<file path="src/rtl/unsigned_divider_pkg.sv">
// Shared types and constants for the unsigned sequential divider.
package unsigned_divider_pkg;

    typedef enum logic [1:0] {
        IDLE = 2'd0,
        RUN  = 2'd1,
        DONE = 2'd2
    } div_state_t;

    localparam int DEFAULT_DATA_WIDTH = 32;

    // Iteration counter width: must be able to hold DATA_WIDTH itself.
    function automatic int count_width(input int data_width);
        return $clog2(data_width) + 1;
    endfunction

endpackage

</file>
<file path="src/rtl/unsigned_divider_step.sv">
// One restoring-division iteration: shift {R,Q} left, trial-subtract B,
// keep the difference when it does not borrow.
module unsigned_divider_step
    import unsigned_divider_pkg::*;
#(
    parameter int DATA_WIDTH = DEFAULT_DATA_WIDTH
) (
    input  logic [DATA_WIDTH-1:0] r_in,
    input  logic [DATA_WIDTH-1:0] q_in,
    input  logic [DATA_WIDTH-1:0] b_in,
    output logic [DATA_WIDTH-1:0] r_next,
    output logic [DATA_WIDTH-1:0] q_next
);

    logic [DATA_WIDTH:0] r_shift;
    logic [DATA_WIDTH:0] diff;
    logic                fits;

    // Trial subtraction is one bit wider than the operands so the shifted
    // remainder can never overflow; a clear top bit means R_shifted >= B.
    always_comb begin
        r_shift = {r_in, q_in[DATA_WIDTH-1]};
        diff    = r_shift - {1'b0, b_in};
        fits    = ~diff[DATA_WIDTH];
        r_next  = fits ? diff[DATA_WIDTH-1:0] : r_shift[DATA_WIDTH-1:0];
        q_next  = {q_in[DATA_WIDTH-2:0], fits};
    end

endmodule

</file>
<file path="src/rtl/unsigned_sequential_divider.sv">
// Iterative restoring unsigned divider, one quotient bit per enabled clock,
// with a start/done handshake and a divide-by-zero shortcut.
module unsigned_sequential_divider
    import unsigned_divider_pkg::*;
#(
    parameter int DATA_WIDTH = DEFAULT_DATA_WIDTH
) (
    input  logic                  Clock_In,
    input  logic                  Reset_In,
    input  logic                  Enable_In,
    input  logic                  Start_In,
    input  logic [DATA_WIDTH-1:0] Data_A_In,
    input  logic [DATA_WIDTH-1:0] Data_B_In,
    output logic                  Busy_Out,
    output logic                  Done_Out,
    output logic [DATA_WIDTH-1:0] Quotient_Out,
    output logic [DATA_WIDTH-1:0] Remainder_Out,
    output logic                  Div_By_Zero_Out
);

    localparam int COUNT_WIDTH = count_width(DATA_WIDTH);

    div_state_t             state;
    div_state_t             state_next;
    logic [COUNT_WIDTH-1:0] count;
    logic [DATA_WIDTH-1:0]  rem_reg;
    logic [DATA_WIDTH-1:0]  quo_reg;
    logic [DATA_WIDTH-1:0]  div_reg;
    logic [DATA_WIDTH-1:0]  rem_next;
    logic [DATA_WIDTH-1:0]  quo_next;
    logic                   last_iter;

    assign last_iter = (count == COUNT_WIDTH'(DATA_WIDTH - 1));

    unsigned_divider_step #(
        .DATA_WIDTH(DATA_WIDTH)
    ) u_step (
        .r_in  (rem_reg),
        .q_in  (quo_reg),
        .b_in  (div_reg),
        .r_next(rem_next),
        .q_next(quo_next)
    );

    // State register; a low enable freezes the FSM.
    always_ff @(posedge Clock_In or posedge Reset_In) begin
        if (Reset_In) begin
            state <= IDLE;
        end else if (Enable_In) begin
            state <= state_next;
        end
    end

    // Next state: starts are only honoured outside RUN; a zero divisor skips RUN.
    always_comb begin
        state_next = state;
        case (state)
            IDLE, DONE: begin
                if (Start_In) begin
                    state_next = (Data_B_In == '0) ? DONE : RUN;
                end else begin
                    state_next = IDLE;
                end
            end
            RUN: begin
                if (last_iter) begin
                    state_next = DONE;
                end
            end
            default: state_next = IDLE;
        endcase
    end

    // Datapath: latch operands on accept, iterate in RUN, publish results at the end.
    always_ff @(posedge Clock_In or posedge Reset_In) begin
        if (Reset_In) begin
            count           <= '0;
            rem_reg         <= '0;
            quo_reg         <= '0;
            div_reg         <= '0;
            Quotient_Out    <= '0;
            Remainder_Out   <= '0;
            Div_By_Zero_Out <= 1'b0;
        end else if (Enable_In) begin
            case (state)
                IDLE, DONE: begin
                    if (Start_In) begin
                        if (Data_B_In == '0) begin
                            Quotient_Out    <= '1;
                            Remainder_Out   <= Data_A_In;
                            Div_By_Zero_Out <= 1'b1;
                        end else begin
                            div_reg         <= Data_B_In;
                            quo_reg         <= Data_A_In;
                            rem_reg         <= '0;
                            count           <= '0;
                            Quotient_Out    <= '0;
                            Remainder_Out   <= '0;
                            Div_By_Zero_Out <= 1'b0;
                        end
                    end
                end
                RUN: begin
                    rem_reg <= rem_next;
                    quo_reg <= quo_next;
                    count   <= count + COUNT_WIDTH'(1);
                    if (last_iter) begin
                        Quotient_Out  <= quo_next;
                        Remainder_Out <= rem_next;
                    end
                end
                default: begin
                    count <= '0;
                end
            endcase
        end
    end

    // Status outputs decode directly from the state.
    always_comb begin
        Busy_Out = (state == RUN);
        Done_Out = (state == DONE);
    end

endmodule

</file>
<file path="config.mk">
export PLATFORM = sky130hd
export DESIGN_NAME = unsigned_sequential_divider
export DESIGN_NICKNAME = d
export VERILOG_FILES = /design/src/rtl/unsigned_divider_pkg.sv /design/src/rtl/unsigned_divider_step.sv /design/src/rtl/unsigned_sequential_divider.sv
export SDC_FILE = /design/constraint.sdc
export NUM_CORES = 1
export LEC_CHECK = 0
export CORE_ASPECT_RATIO = 1.2
export CORE_MARGIN = 4
export CORE_UTILIZATION = 55
export DETAILED_ROUTE_END_ITERATION = 8
export PLACE_DENSITY = 0.92
export RECOVER_POWER = 50
export SLEW_MARGIN = 10
export SYNTH_ARGS = -nofsm -noshare
export SYNTH_HDL_FRONTEND = slang
export SYNTH_HIERARCHICAL = 1
export SYNTH_SLANG_ARGS = --single-unit
</file>
<file path="constraint.sdc">
create_clock -name Clock_In -period 16.69 [get_ports Clock_In]
set_input_delay 3.338 -clock Clock_In [delete_from_list [all_inputs] [get_ports Clock_In]]
set_output_delay 3.338 -clock Clock_In [all_outputs]
set_load 0.005 [all_outputs]
</file>
==> After elaboration in Yosys (flattened, before gate mapping) <==
Index checks and enable logic that the tools add are counted.
W data, S select, Z words.
{ "word_totals": {"register_bits": 169, "latchBits": 0, "ramBits": 0, "mem_bits_ro": 0, "inputBits": 68, "output_inout_bits": 67, "n_memories": 0} }
{ "classes": {"addsub": 2, "mul": 0, "div_mod_pow": 0, "magnitude_cmp": 0, "eq_ne": 6, "shift": 0, "n_mux": 23, "n_bitwise": 2, "n_reduce_logical": 10} }
{ "op_table": {"columns": ["cell", "n"], "rows": [
  ["$mux W32", 11],
  ["$pmux W32 S2", 4],
  ["$sub A33 B32 Y33", 1],
  ["$logic_not A32 Y1", 1],
  ["$mux W6", 2],
  ["$pmux W6 S2", 1],
  ["$reduce_and A4 Y1", 3],
  ["$add A6 B1 Y6 const B", 1],
  ["$eq A6 B5 Y1 const B", 1],
  ["$mux W2", 3],
  ["$reduce_and A3 Y1", 2],
  ["$ne A2 B2 Y1 const B", 2],
  ["$pmux W2 S2", 1],
  ["$eq A2 B1 Y1 const B", 1],
  ["$eq A2 B2 Y1 const B", 1],
  ["$logic_not A2 Y1", 1],
  ["$ne A2 B1 Y1 const B", 1],
  ["$not A1 Y1", 2],
  ["$reduce_and A2 Y1", 1],
  ["$reduce_bool A2 Y1", 1],
  ["$reduce_or A2 Y1", 1],
  ["$mux W1", 1]
]} }

==> Longest topological paths before layout <==
Gate-level depths: netlist of the first run.
{ "depth": {"word_depth": 4, "ltp_mapped": 17, "mapped_depth_nobuf": 15} }

==> By module <==
The synthesis of the first run kept the hierarchy.
{ "modules_own_cells": {"columns": ["mod", "n_inst", "cells_per_inst", "area_per_inst_um2", "seq_area_each_um2"], "rows": [
  ["unsigned_sequential_divider", 1, 596, 7089.3, 4229.1],
  ["unsigned_divider_step", 1, 341, 2557.5, 0.0]
]} }

==> Least setup slack after synthesis of the first run <==
Ideal clock, no wire load.
{ "synth_path": {"path_type": "input -> register", "start": "input Data_B_In[28]", "end": "register quo_reg[0]", "setup_ns": 0.126, "arrival_ns": 4.602, "t_required_ns": 16.564, "setup_slack_ns": 11.962, "cell_stages": 6, "n_path_buf": 1, "cell_sequence": "nor4_1 nand4_1 nor2_2 nor2_2 buf_2 a221o_1"} }
{ "synth_via": {"elab_chain_cells": 3} }
{ "synth_rtl": {"columns": ["item", "line", "rtl"], "rows": [
  ["start, declared", "unsigned_sequential_divider.sv:13", "input logic [DATA_WIDTH-1:0] Data_B_In,"],
  ["$logic_not A32 Y1", "unsigned_sequential_divider.sv:88", "if (Data_B_In == '0) begin"],
  ["$ne A2 B2 Y1 (no line)", null, null],
  ["$reduce_and A4 Y1 (no line)", null, null],
  ["end signal, assigned", "unsigned_sequential_divider.sv:94", "quo_reg <= Data_A_In;"],
  ["end signal, assigned", "unsigned_sequential_divider.sv:105", "quo_reg <= quo_next;"],
  ["end, declared", "unsigned_sequential_divider.sv:27", "logic [DATA_WIDTH-1:0] quo_reg;"]
]} }
Every way passes these cells.
A chain may end at the register's enable or synchronous reset.

==> results summary, run 1 <==
The I/O pin total came out at 135. The slew at the pin with the worst max-slew slack came out at around 4.6 ns. Of the post-synthesis cell area, the dominant cell type holds 0.438. The worst path buffer plus inverter count came out at 3. The floorplan step set the die height to approximately 150 microns. STA classifies the critical path endpoint as an async pin. The number of nets handed over by synthesis was 1039. The worst hold path begins at div_reg[9]. The arrival time reported for the critical path endpoint is between 9 and 10 ns. The cell count after placement is 1203. The final layout net count is between 1000 and 1500. The endpoint required time on the critical path is roughly 16 ns.

For this block, the initial DRC count from the detailed router was ~940. Using the TritonRoute via totals, the vias-per-cell ratio works out to roughly 6.3. Among all stages on the critical path, the largest delay is contributed by sky130_fd_sc_hd__clkinvlp_2.

The leftover overflow at the end of global routing is 0. The post-synthesis register bit count is about 170. The critical path launch point is Reset_In.

The largest driver fanout on the critical path is roughly 110. The number of max-capacitance violations reported came out at 2. The repair_antennas step left the layout with diodes totalling 0. The number of optimization iterations in the first detailed-route pass came out at 5. STA classifies the critical path startpoint as an input port. Broken down by cell family, the worst path's largest delay share belongs to buffers and inverters. TritonCTS built the clock tree. The routability congestion estimate from global placement is just under 1. The final hold violation count came to 0.

The number of antenna violations at the first check in global routing is 0. In the final layout, the share of cells above drive strength 1 is 0.131. The setup violation total in the final timing report is 0. The buffer depth of the longest clock path came out at 2. The total CTS buffers is 17. The run finished, with violations left. Counting instances in the post-synthesis netlist gives the leading cell types as sky130_fd_sc_hd__dfrtp_1, sky130_fd_sc_hd__nor2_1, sky130_fd_sc_hd__a21oi_1. The largest area contributor in the netlist is sky130_fd_sc_hd__dfrtp_1. The worst-case headroom to the max-slew limit is -2.07. The reg-to-reg critical path startpoint is quo_reg[31]. The count of port buffers added during placement came out at about 130. The number of global-route vias before repair came out at ~7500. The clock slew seen by the registers of the worst setup and hold paths is roughly 0.070 ns. The distinct cell type count of the synthesized netlist came out at 66. The CTS sink count is around 170. The non-filler instance count after layout is 1235. Across every metal layer, demand over resource in global routing totals 0.251. The post-detailed-route count of antenna-violating nets is 0. The part of the cycle the worst path needs came out at 0.556. The sum of net half-perimeters after detailed placement came out at between 15000 and 20000 microns.

The maximum level of the CTS H-tree came out at 4. The global-route wire length before repair is 39600 microns. Counting flops with an async set or reset pin after synthesis yields a share of 1.00. After synthesis, the cell types taking the most area are sky130_fd_sc_hd__dfrtp_1, sky130_fd_sc_hd__ha_1, sky130_fd_sc_hd__a21oi_1. The path class of the tightest hold or removal check is register to register. Power spread over the standard cell area amounts to around 260 mW/mm^2. The sum of negative setup slack came out at 0 ns. The area growth from synthesis to final layout is 17.2%. The final reports fail on capacitance limit, slew limit.

The number of warnings reported in the yosys synthesis log came out at 6. Entering global routing, the biggest net connects around 110 pins. The final wirelength came out at 24600 microns. Synthesis produced a netlist whose cell count is 937. The sequential cell area fraction in the yosys report came out at 0.438. The peak clock frequency supported by timing came out at roughly 0.11 GHz.

The placement row count came out at 52. In the post-synthesis netlist, the cell with the most instances is sky130_fd_sc_hd__dfrtp_1. The die outline area is ~0.020 sq mm. The clock network latency to the later pin of the worst-skew pair is between 0.4 and 0.5 ns. The largest vdd supply drop came out at approximately 140 uV. The signal on the critical path passes through dlygate4sd3_1 > clkinvlp_2 > clkbuf_1. Gates resized during post-CTS repair numbered 0. The average routed wire per standard cell is ~20 microns.

Setup repair after global routing left no endpoint under its margin. The routed design could run at a clock period as short as slightly above 9 ns. The number of DRC violations after detailed routing came out at 0. The horizontal die dimension is about 130 microns.

The initial utilization of the core area, before any placement, comes to 0.566. The tree is rooted in a sky130_fd_sc_hd__clkbuf_16. For this design the static power due to leakage is approximately 5.1 nW.

The worst setup path is of the input port to async pin kind. The placeable core region came out at around 0.017 sq mm. The total number of vias is a little under 8000.

The worst clock skew is roughly 0.0053 ns. The number of setup buffers added after CTS is 0. The mean area per synthesized cell came out at 10.3 sq um. The number of max-slew violations in the final report is approximately 170.

Yosys mapped a number of flops with a built-in enable equal to 0. The highest cell delay on the worst timing path came out at 2.54 ns. In the synthesized netlist the dominant register cell turns out to be sky130_fd_sc_hd__dfrtp_1. After clock tree synthesis, the flow added hold-fix buffers numbering 0. The combined area of all synthesized cells is about 0.0096 sq mm.
-- logic make-up (layout without fill, tap and decap cells) --
family | count (synthesis) | in the layout | synth area share
buffers and inverters | 136 | 218 | 0.0835
and+or+nand+nor | 236 | 236 | 0.118
muxes | 61 | 61 | 0.0794
xor gates and xnor gates | 26 | 26 | 0.0236
adders and majority gates | 34 | 34 | 0.0449
AOI/OAI and AO/OA | 275 | 275 | 0.212
DFF | 169 | 169 | 0.438
-- worst register-to-register path, cell delays in order, from the launching register on --
cell and delay, ns:
sky130_fd_sc_hd__dfrtp_1 0.42, sky130_fd_sc_hd__inv_1 0.07, sky130_fd_sc_hd__ha_1 0.23, sky130_fd_sc_hd__fa_1 0.41, sky130_fd_sc_hd__and2b_1 0.26, sky130_fd_sc_hd__o2111ai_2 0.13, sky130_fd_sc_hd__a21oi_2 0.24, sky130_fd_sc_hd__o211ai_2 0.17
sky130_fd_sc_hd__a211oi_4 0.30, sky130_fd_sc_hd__nor2_4 0.10, sky130_fd_sc_hd__mux2i_4 0.36, sky130_fd_sc_hd__and2_4 0.33, sky130_fd_sc_hd__inv_8 0.13, sky130_fd_sc_hd__mux2_4 0.35, sky130_fd_sc_hd__a22oi_1 0.32, sky130_fd_sc_hd__a21oi_1 0.12
-- final timing paths --
path / endpoint / slack, ns / cells past startpoint
setup / recovery: Remainder_Out[13] / 7.41 / 3
hold / removal: div_reg[9] / 0.49 / 1
setup reg to reg: Remainder_Out[17] / 12.60 / 15
hold reg to reg: div_reg[9] / 0.49 / 1
max in group Clock_In: rem_reg[13] / 10.47 / 7
min in group asynchronous: Quotient_Out[6] / 4.74 / 2
-- layout by cell type (no fill, tap or decap), types with 10 or more instances in the layout --
master	n
sky130_fd_sc_hd__a21oi_1	64
sky130_fd_sc_hd__a22o_1	34
sky130_fd_sc_hd__mux2_2	28
sky130_fd_sc_hd__clkbuf_16	17
sky130_fd_sc_hd__nand3_1	15
sky130_fd_sc_hd__a221o_1	32
sky130_fd_sc_hd__inv_1	42
sky130_fd_sc_hd__nor2_1	77
sky130_fd_sc_hd__a21o_1	13
sky130_fd_sc_hd__dfrtp_1	169
sky130_fd_sc_hd__a21oi_2	31
sky130_fd_sc_hd__a22oi_1	33
sky130_fd_sc_hd__mux2_4	19
sky130_fd_sc_hd__and3_1	40
sky130_fd_sc_hd__xnor2_1	14
sky130_fd_sc_hd__clkdlybuf4s50_1	66
sky130_fd_sc_hd__dlygate4sd3_1	68
sky130_fd_sc_hd__mux2_1	10
sky130_fd_sc_hd__nand2_1	59
sky130_fd_sc_hd__o21ai_0	25
sky130_fd_sc_hd__xor2_1	12
sky130_fd_sc_hd__ha_1	33
-- per-layer routing --
metal  vias up  track usage  routed length, microns
met4         0        0.108                     907
li1       3523            -                       -
met1      3753        0.340                    9820
met5         -            0                       0
met2       411        0.393                   11900
met3        66       0.0482                    1940
-- through the flow --
| stage | hold WS (ns) | total power (W) | instance area [sq um] | setup WS [ns] | utilization |
|---|---|---|---|---|---|
| floorplan | 0.458 | 0.00209 | 9650 | 8.78 | - |
| global placement | 0.467 | 0.00242 | 10700 | 10.26 | 0.629 |
| detailed placement | 0.478 | 0.00249 | 10700 | 10.26 | 0.629 |
| CTS | 0.493 | 0.00291 | 11300 | 10.71 | 0.664 |
| global route | 0.504 | 0.00309 | 11300 | 6.06 | 0.663 |
| finish | 0.490 | 0.00291 | 11300 | 7.41 | 0.663 |
-- area by class of cell --
type	count	area, sq um
Clock buffer	18	439
Inverter	44	174
Sequential cell	169	4230
Tap cell	216	270
Timing Repair Buffer	142	1400
Fill cell	1256	5740
Clock inverter	14	161
Multi-Input combinational cell	632	4630
-- where the power goes --
group	internal, W	total (W)	leakage (nW)	switching [W]
combinational	0.000820	0.00175	2.71	0.000935
sequential	0.000611	0.000747	2.05	0.000136
clock	0.000229	0.000405	0.296	0.000176
total	0.00166	0.00291	5.06	0.00125
(Power assumes the default switching activity.)
==> inputs of run 2 (changes only) <==
clock period = 9.2 ns   (was 16.69 ns; I/O delays follow)
==> run 2 against run 1 <==
The flow still finishes with violations (capacitance limit, slew limit). Critical path depth is the same. Via count grew 0.76%. Combinational power grew 82%. Clock skew grew 0.0053 ns. Die area is the same. Cell count is the same. Sequential share of layout area shrank 0.058 points. Largest cell class unchanged. Power grew 82%.
==> results summary, run 2 (synthesis results as in run 1) <==
The number of antenna violations at the first check in global routing is 0 (unchanged). The smallest setup slack after layout is 3.71 ns (was 7.41 ns). The largest vdd supply drop is 215 uV (was 136 uV).

The die span in y is 153 microns (unchanged). The worst reg2reg path endpoint is Remainder_Out[17] (unchanged). The global-route wire length before repair is 38900 microns (was 39600 microns).

RSZ-0062 raised after global routing: no (unchanged). The final hold violation count came out at 0 (unchanged). The placeable core region is 0.0170 sq mm (unchanged). The starting density of the core came out at 0.566 (unchanged). The clock slew seen by the registers of the worst setup and hold paths was 0.06 ns (was 0.07 ns). The post-CTS resize count came to 0 (unchanged). The arrival time reported for the critical path endpoint came out at 5.96 ns (was 9.06 ns). The met2 track utilization from global routing is 0.395 (was 0.393).

The routability congestion estimate from global placement is 0.966 (was 0.968). The maximum level of the CTS H-tree is 4 (unchanged). The part of the power in registers is 0.256 (was 0.257). The post-detailed-route count of antenna-violating nets came out at 0 (unchanged). The clock tree from TritonCTS was done (unchanged).

The switching power total is 0.00225 W (was 0.00125 W). The I/O pin total is 135 (unchanged). For this run, the top clock speed supported by timing is 0.182 GHz. The switching share of power is 0.427 (was 0.429). The worst slack after detailed placement came out at 4.28 ns (was 10.26 ns). The endpoint required time on the critical path is 9.67 ns (was 16.47 ns). The horizontal die dimension is 129 microns (unchanged). The kind of critical path is input port to async pin (unchanged). The clock network latency to the later pin of the worst-skew pair is 0.44 ns (was 0.43 ns).

The CTS sink count came out at 169 (unchanged). The slew at the pin with the worst max-slew slack is 4.53 ns (was 4.58 ns). The detailed-route vias per instance came out at 6.33 (was 6.28). The total number of vias was 7812 (was 7753).

The worst-case headroom to the max-slew limit came out at -2.04 (was -2.07). The cell count after placement came out at 1203 (unchanged). The sum of negative setup slack is 0 ns (unchanged).

The share of post-route cells with drive strength above 1 is 0.131 (unchanged). The worst clock skew is 0.0106 ns (was 0.00530 ns). The global routing's busiest layer is met2 (unchanged). The buffer depth of the longest clock path came out at 2 (unchanged). The depth of the worst register-to-register path is 15 (unchanged). The internal power summed over all cells is 0.00303 W (was 0.00166 W).

Most frequent cells in the layout: sky130_fd_sc_hd__dfrtp_1, sky130_fd_sc_hd__nor2_1, sky130_fd_sc_hd__dlygate4sd3_1 (unchanged). The largest driver fanout on the critical path came to 105 (unchanged). The cell chosen for the clock root is sky130_fd_sc_hd__clkbuf_16 (unchanged). The fill cell instance count of the final layout came out at 1271 (was 1256). The startpoint of the worst hold path is div_reg[13] (was div_reg[9]). The number of optimization iterations in the first detailed-route pass came out at 5 (unchanged). The total CTS buffers came out at 17 (unchanged). The startpoint kind of the worst setup timing path is an input port (unchanged).

The most common cell after layout, fill and taps aside is sky130_fd_sc_hd__dfrtp_1 (unchanged). The leftover overflow at the end of global routing is 0 (unchanged). The die outline area was 0.0197 sq mm (unchanged).

The number of global-route vias before repair was 7392 (was 7522). Outcome: finished, violations left (unchanged). The end point of the most critical hold path is div_reg[13] (was div_reg[9]). The final wirelength is 24500 microns (was 24600 microns).

The number of DRC violations after detailed routing was 0 (unchanged). The setup violation total in the final timing report came out at 0 (unchanged). The placement row count is 52 (unchanged).

The number of max-slew violations in the final report is 106 (was 172). The routing usage on met1 came to 0.335 (was 0.340). The post-CTS setup-driven buffer insertion count was 0 (unchanged). The number of max-capacitance violations reported was 1 (was 2). The register-to-register setup slack is 5.08 ns (was 12.60 ns). The final layout net count came out at 1108 (unchanged). The area used by sequential logic in the layout is 0.00423 sq mm (unchanged). The sum of net half-perimeters after detailed placement is 17100 microns (about the same). The number of cells on the worst hold path is 1 (unchanged).

The smallest clock period supported by the final layout is computed as ~5.5 ns. The portion of total power attributed to combinational logic is 0.602 (was 0.604). The count of port buffers added during placement came to 134 (unchanged). The power per unit of standard cell area is 467 mW/mm^2 (was 257 mW/mm^2). The largest net degree at the start of global routing is 106 (unchanged). The category of the worst setup path capture point is an async pin (unchanged).

The non-filler instance count after layout is 1235 (unchanged). Violated checks: capacitance limit, slew limit (unchanged). The reg-to-reg critical path startpoint is quo_reg[31] (unchanged). Of the available clock period, the critical path in the final layout requires 0.597. The DRC marker count from the first detailed-route iteration came out at 964 (was 944). The total routing usage reported by global routing came out at 0.247 (was 0.251).

The total inserted antenna cells was 0 (unchanged). The area growth from synthesis to final layout came out at 17.4% (was 17.2%). The path type of the worst min-delay path is register to register (unchanged).

The number of buffers inserted for hold repair after clock tree synthesis is 0 (unchanged). The met3 usage is 0.0471 (was 0.0482). The area occupied by multi-input gates was 0.00463 sq mm (unchanged). The clock network fraction of total power came out at 0.142 (was 0.139). The leakage power is 5.06 nW (about the same).

The average routed wire per standard cell was 19.9 microns (about the same).
-- run 2: changes by cell type in the layout (fill, tap and decap cells not counted), sizes merged --
cell / before / now
bufinv: 2 / 3
clkinv: 4 / 3
buf: 7 / 8
inv: 50 / 49
clkinvlp: 2 / 3
clkbuf: 19 / 18
-- run 2: metal layers --
metal  share of wire  vias to the layer above
li1                -                     3508
met1            0.40                     3808
met2            0.49                      429
met3           0.084                       67
met4           0.028                        0
met5               0                        -
-- run 2: final cells by class --
| class | count | area share |
|---|---|---|
| Timing Repair Buffer | 142 | 0.124 |
| Inverter | 44 | 0.0154 |
| Clock buffer | 18 | 0.0379 |
| Clock inverter | 14 | 0.0164 |
| Tap cell | 216 | 0.0239 |
| Multi-Input combinational cell | 632 | 0.409 |
| Sequential cell | 169 | 0.374 |
-- run 2: stage by stage --
stage	util	hold slack [ns]	instance area (sq um)	power, W
finish	0.664	0.486	11300	0.00528
global route	0.664	0.505	11300	0.00560
CTS	0.665	0.489	11300	0.00529
detailed placement	0.629	0.475	10700	0.00451
global placement	0.629	0.467	10700	0.00439
floorplan	-	0.458	9650	0.00378
-- run 2: power by group through the flow --
stage	logic (W)	registers (W)	clock network, W
6_report	0.00318	0.00135	0.000751
5_1_grt	0.00342	0.00140	0.000787
4_1_cts	0.00318	0.00135	0.000756
3_5_place_dp	0.00315	0.00136	0
3_3_place_gp	0.00304	0.00135	0
2_1_floorplan	0.00248	0.00130	0
-- run 2: how the worst max path moves through the flow --
stage,startpoint,end,slack [ns],cells after the start
final,Reset_In,Remainder_Out[13],3.71,3
after global routing,Reset_In,Quotient_Out[11],2.85,3
after CTS,Data_B_In[28],rem_reg[11],4.70,7
after detailed placement,Data_B_In[28],rem_reg[11],4.28,7
after global placement,Data_B_In[28],quo_reg[23],4.25,7
after floorplan,Reset_In,Div_By_Zero_Out,2.78,1
-- run 2: worst max-delay path: stages --
cell and delay [ns]:
sky130_fd_sc_hd__dlygate4sd3_1 0.54, sky130_fd_sc_hd__clkinvlp_2 2.51, sky130_fd_sc_hd__buf_4 0.97
==> inputs of run 3 (changes only) <==
CORE_UTILIZATION = 50   (was 55)
PLACE_DENSITY = 0.89   (was 0.92)
clock period = 4.65 ns   (was 9.2 ns; I/O delays follow)
==> run 3 against run 2 <==
The flow now finishes without violations. Core utilization decreased by 6.4 points. Register-to-register slack got worse by 4.4 ns. Sequential power increased by 100%. Final area increased by 0.32%. Non-clock buffer count increased by 3. Flip-flop and latch count unchanged. Global-route usage decreased by 2.0 points. Critical path type is now register to register. Largest cell class unchanged.
==> results summary, run 3 (synthesis results as in run 1) <==
The sum of net half-perimeters after detailed placement is 17500 microns (was 17100 microns). The part of the power in registers was 0.262 (was 0.256). The number of antenna violations at the first check in global routing is 0 (unchanged). The number of cells on the worst hold path came to 1 (unchanged). The setup violation total in the final timing report is 0 (unchanged). The total number of vias was 7658 (was 7812). The clock slew seen by the registers of the worst setup and hold paths is 0.06 ns (about the same).

The startpoint of the worst hold path is div_reg[10] (was div_reg[13]). The leakage power came out at 5.04 nW (was 5.06 nW). The routability congestion estimate from global placement came out at 0.896 (was 0.966).

Outcome: finished clean (was finished, violations left). The worst reg2reg path endpoint is Remainder_Out[17] (unchanged). The die span in y came to 160 microns (was 153 microns).

The number of max-slew violations in the final report is 0 (was 106). The slew at the pin with the worst max-slew slack came out at 1.39 ns (was 4.53 ns). The category of the worst setup path capture point was a register (was async pin). The clock period could shrink to between 4 and 5 ns. The final cell area excluding filler cells came out at 0.0114 sq mm (was 0.0113 sq mm).

The number of DRC violations after detailed routing is 0 (unchanged). The count of port buffers added during placement came to 134 (unchanged). The startpoint kind of the worst setup timing path is a register (was input port). The path type of the worst min-delay path is register to register (unchanged). The DRC marker count from the first detailed-route iteration is 745 (was 964). The total inserted antenna cells came to 0 (unchanged).

The most common cell after layout, fill and taps aside is sky130_fd_sc_hd__dfrtp_1 (unchanged). The worst-case headroom to the max-slew limit came out at 0.0754 (was -2.04). The largest net degree at the start of global routing came out at 98 (was 106). The end-of-flow core utilization was 0.600 (was 0.664). The horizontal die dimension came out at 135 microns (was 129 microns).

The share of post-route cells with drive strength above 1 came out at 0.135 (was 0.131). Dividing the final minimum period by the clock period gives 0.864. The placement row count came out at 55 (was 52). The placeable core region is 0.0189 sq mm (was 0.0170 sq mm). The switching share of power came out at 0.422 (was 0.427). The number of optimization iterations in the first detailed-route pass came out at 5 (unchanged).

The clock network fraction of total power came out at 0.133 (was 0.142). The kind of critical path was register to register (was input port to async pin). The CTS sink count came out at 169 (unchanged). The sum of negative setup slack is 0 ns (unchanged).

The number of global-route vias before repair came out at 7655 (was 7392). The end point of the most critical hold path is div_reg[10] (was div_reg[13]). RSZ-0062 raised after global routing: no (unchanged). The largest driver fanout on the critical path is 25 (was 105).

The internal power summed over all cells came out at 0.00596 W (was 0.00303 W). The die outline area came out at 0.0216 sq mm (was 0.0197 sq mm). The power per unit of standard cell area came out at 908 mW/mm^2 (was 467 mW/mm^2). The post-CTS setup-driven buffer insertion count is 0 (unchanged).

The average routed wire per standard cell was 19.1 microns (was 19.9 microns). The maximum level of the CTS H-tree came to 4 (unchanged). The switching power total came out at 0.00436 W (was 0.00225 W). Most frequent cells in the layout: sky130_fd_sc_hd__dfrtp_1, sky130_fd_sc_hd__clkdlybuf4s50_1, sky130_fd_sc_hd__nor2_1 (was sky130_fd_sc_hd__dfrtp_1, sky130_fd_sc_hd__nor2_1, sky130_fd_sc_hd__dlygate4sd3_1). The largest vdd supply drop is 515 uV (was 215 uV). The total CTS buffers is 17 (unchanged).

The reg-to-reg critical path startpoint is quo_reg[31] (unchanged). The non-filler instance count after layout is 1277 (was 1235). The clock network latency to the later pin of the worst-skew pair is 0.43 ns (was 0.44 ns). The detailed-route vias per instance is 6.00 (was 6.33). The number of buffers inserted for hold repair after clock tree synthesis is 0 (unchanged). The depth of the worst register-to-register path came out at 15 (unchanged). The total routing usage reported by global routing came out at 0.228 (was 0.247).

The arrival time reported for the critical path endpoint is 4.29 ns (was 5.96 ns). The post-CTS resize count came to 0 (unchanged). The final hold violation count came out at 0 (unchanged). The portion of total power attributed to combinational logic came out at 0.605 (was 0.602). The starting density of the core is 0.510 (was 0.566). The endpoint required time on the critical path is 4.92 ns (was 9.67 ns). The final layout net count came out at 1111 (was 1108). The final wirelength came out at 24400 microns (was 24500 microns). The global-route wire length before repair came out at 39700 microns (was 38900 microns).

The cell chosen for the clock root is sky130_fd_sc_hd__clkbuf_16 (unchanged). The I/O pin total came out at 135 (unchanged). The register-to-register setup slack is 0.63 ns (was 5.08 ns).

The number of max-capacitance violations reported was 0 (was 1). The cell count after placement is 1246 (was 1203). The peak clock frequency supported by timing came out at roughly 0.25 GHz. The cell area reported after detailed placement is 0.0108 sq mm (was 0.0107 sq mm).

The post-detailed-route count of antenna-violating nets was 0 (unchanged). The buffer depth of the longest clock path is 2 (unchanged). The area growth from synthesis to final layout is 17.7% (was 17.4%).

The leftover overflow at the end of global routing is 0 (unchanged). The worst clock skew came to 0.00804 ns (was 0.0106 ns). The clock tree from TritonCTS is done (unchanged).
==> run 3: cell type report <==
| type | count | area (sq um) |
|---|---|---|
| inverter | 44 | 174 |
| timing repair buffer | 145 | 1430 |
| clock inverter | 12 | 118 |
| sequential | 169 | 4230 |
| clock buffer | 19 | 453 |
| tap | 256 | 320 |
| fill | 1536 | 7570 |
| multi-input combinational | 632 | 4640 |
==> run 3: routing by layer <==
metal  vias up  GRT usage  routed length (microns)
li1       3508          -                        -
met1      3717      0.309                    10300
met2       371      0.370                    11700
met3        62     0.0403                     1650
met4         0     0.0759                      680
met5         -          0                        0
==> run 3: worst max-delay path, stage by stage, from the launching register on <==
cell	delay [ns]
sky130_fd_sc_hd__dfrtp_1	0.41
sky130_fd_sc_hd__inv_1	0.06
sky130_fd_sc_hd__ha_1	0.25
sky130_fd_sc_hd__fa_1	0.43
sky130_fd_sc_hd__and2b_1	0.25
sky130_fd_sc_hd__o2111ai_2	0.13
sky130_fd_sc_hd__a21oi_2	0.24
sky130_fd_sc_hd__o211ai_2	0.16
sky130_fd_sc_hd__a211oi_4	0.30
sky130_fd_sc_hd__nor2_4	0.09
sky130_fd_sc_hd__mux2i_4	0.38
sky130_fd_sc_hd__and2_4	0.34
sky130_fd_sc_hd__inv_8	0.13
sky130_fd_sc_hd__mux2_4	0.33
sky130_fd_sc_hd__a22oi_1	0.24
sky130_fd_sc_hd__a21oi_1	0.10
==> run 3: worst max path at each step <==
stage,start,slack (ns),endpoint
floorplan,quo_reg[31],1.23,Remainder_Out[10]
global placement,quo_reg[31],0.78,Remainder_Out[17]
detailed placement,quo_reg[31],0.73,Remainder_Out[17]
CTS,quo_reg[31],0.69,Remainder_Out[17]
global route,quo_reg[31],0.43,Remainder_Out[17]
finish,quo_reg[31],0.63,Remainder_Out[17]
==> run 3: power groups by stage <==
stage / clock network [W] / logic [W] / registers (W)
5_1_grt: 0.00145 / 0.00678 / 0.00280
3_3_place_gp: 0 / 0.00603 / 0.00269
4_1_cts: 0.00139 / 0.00623 / 0.00270
3_5_place_dp: 0 / 0.00618 / 0.00272
6_report: 0.00138 / 0.00624 / 0.00270
2_1_floorplan: 0 / 0.00492 / 0.00257
==> run 3: per-stage QoR <==
| stage | hold WS (ns) | total power, W | setup WS [ns] |
|---|---|---|---|
| final | 0.483 | 0.0103 | 0.634 |
| after global routing | 0.517 | 0.0110 | 0.427 |
| after CTS | 0.491 | 0.0103 | 0.688 |
| after detailed placement | 0.476 | 0.00890 | 0.732 |
| after global placement | 0.467 | 0.00872 | 0.776 |
| after floorplan | 0.458 | 0.00749 | 1.23 |
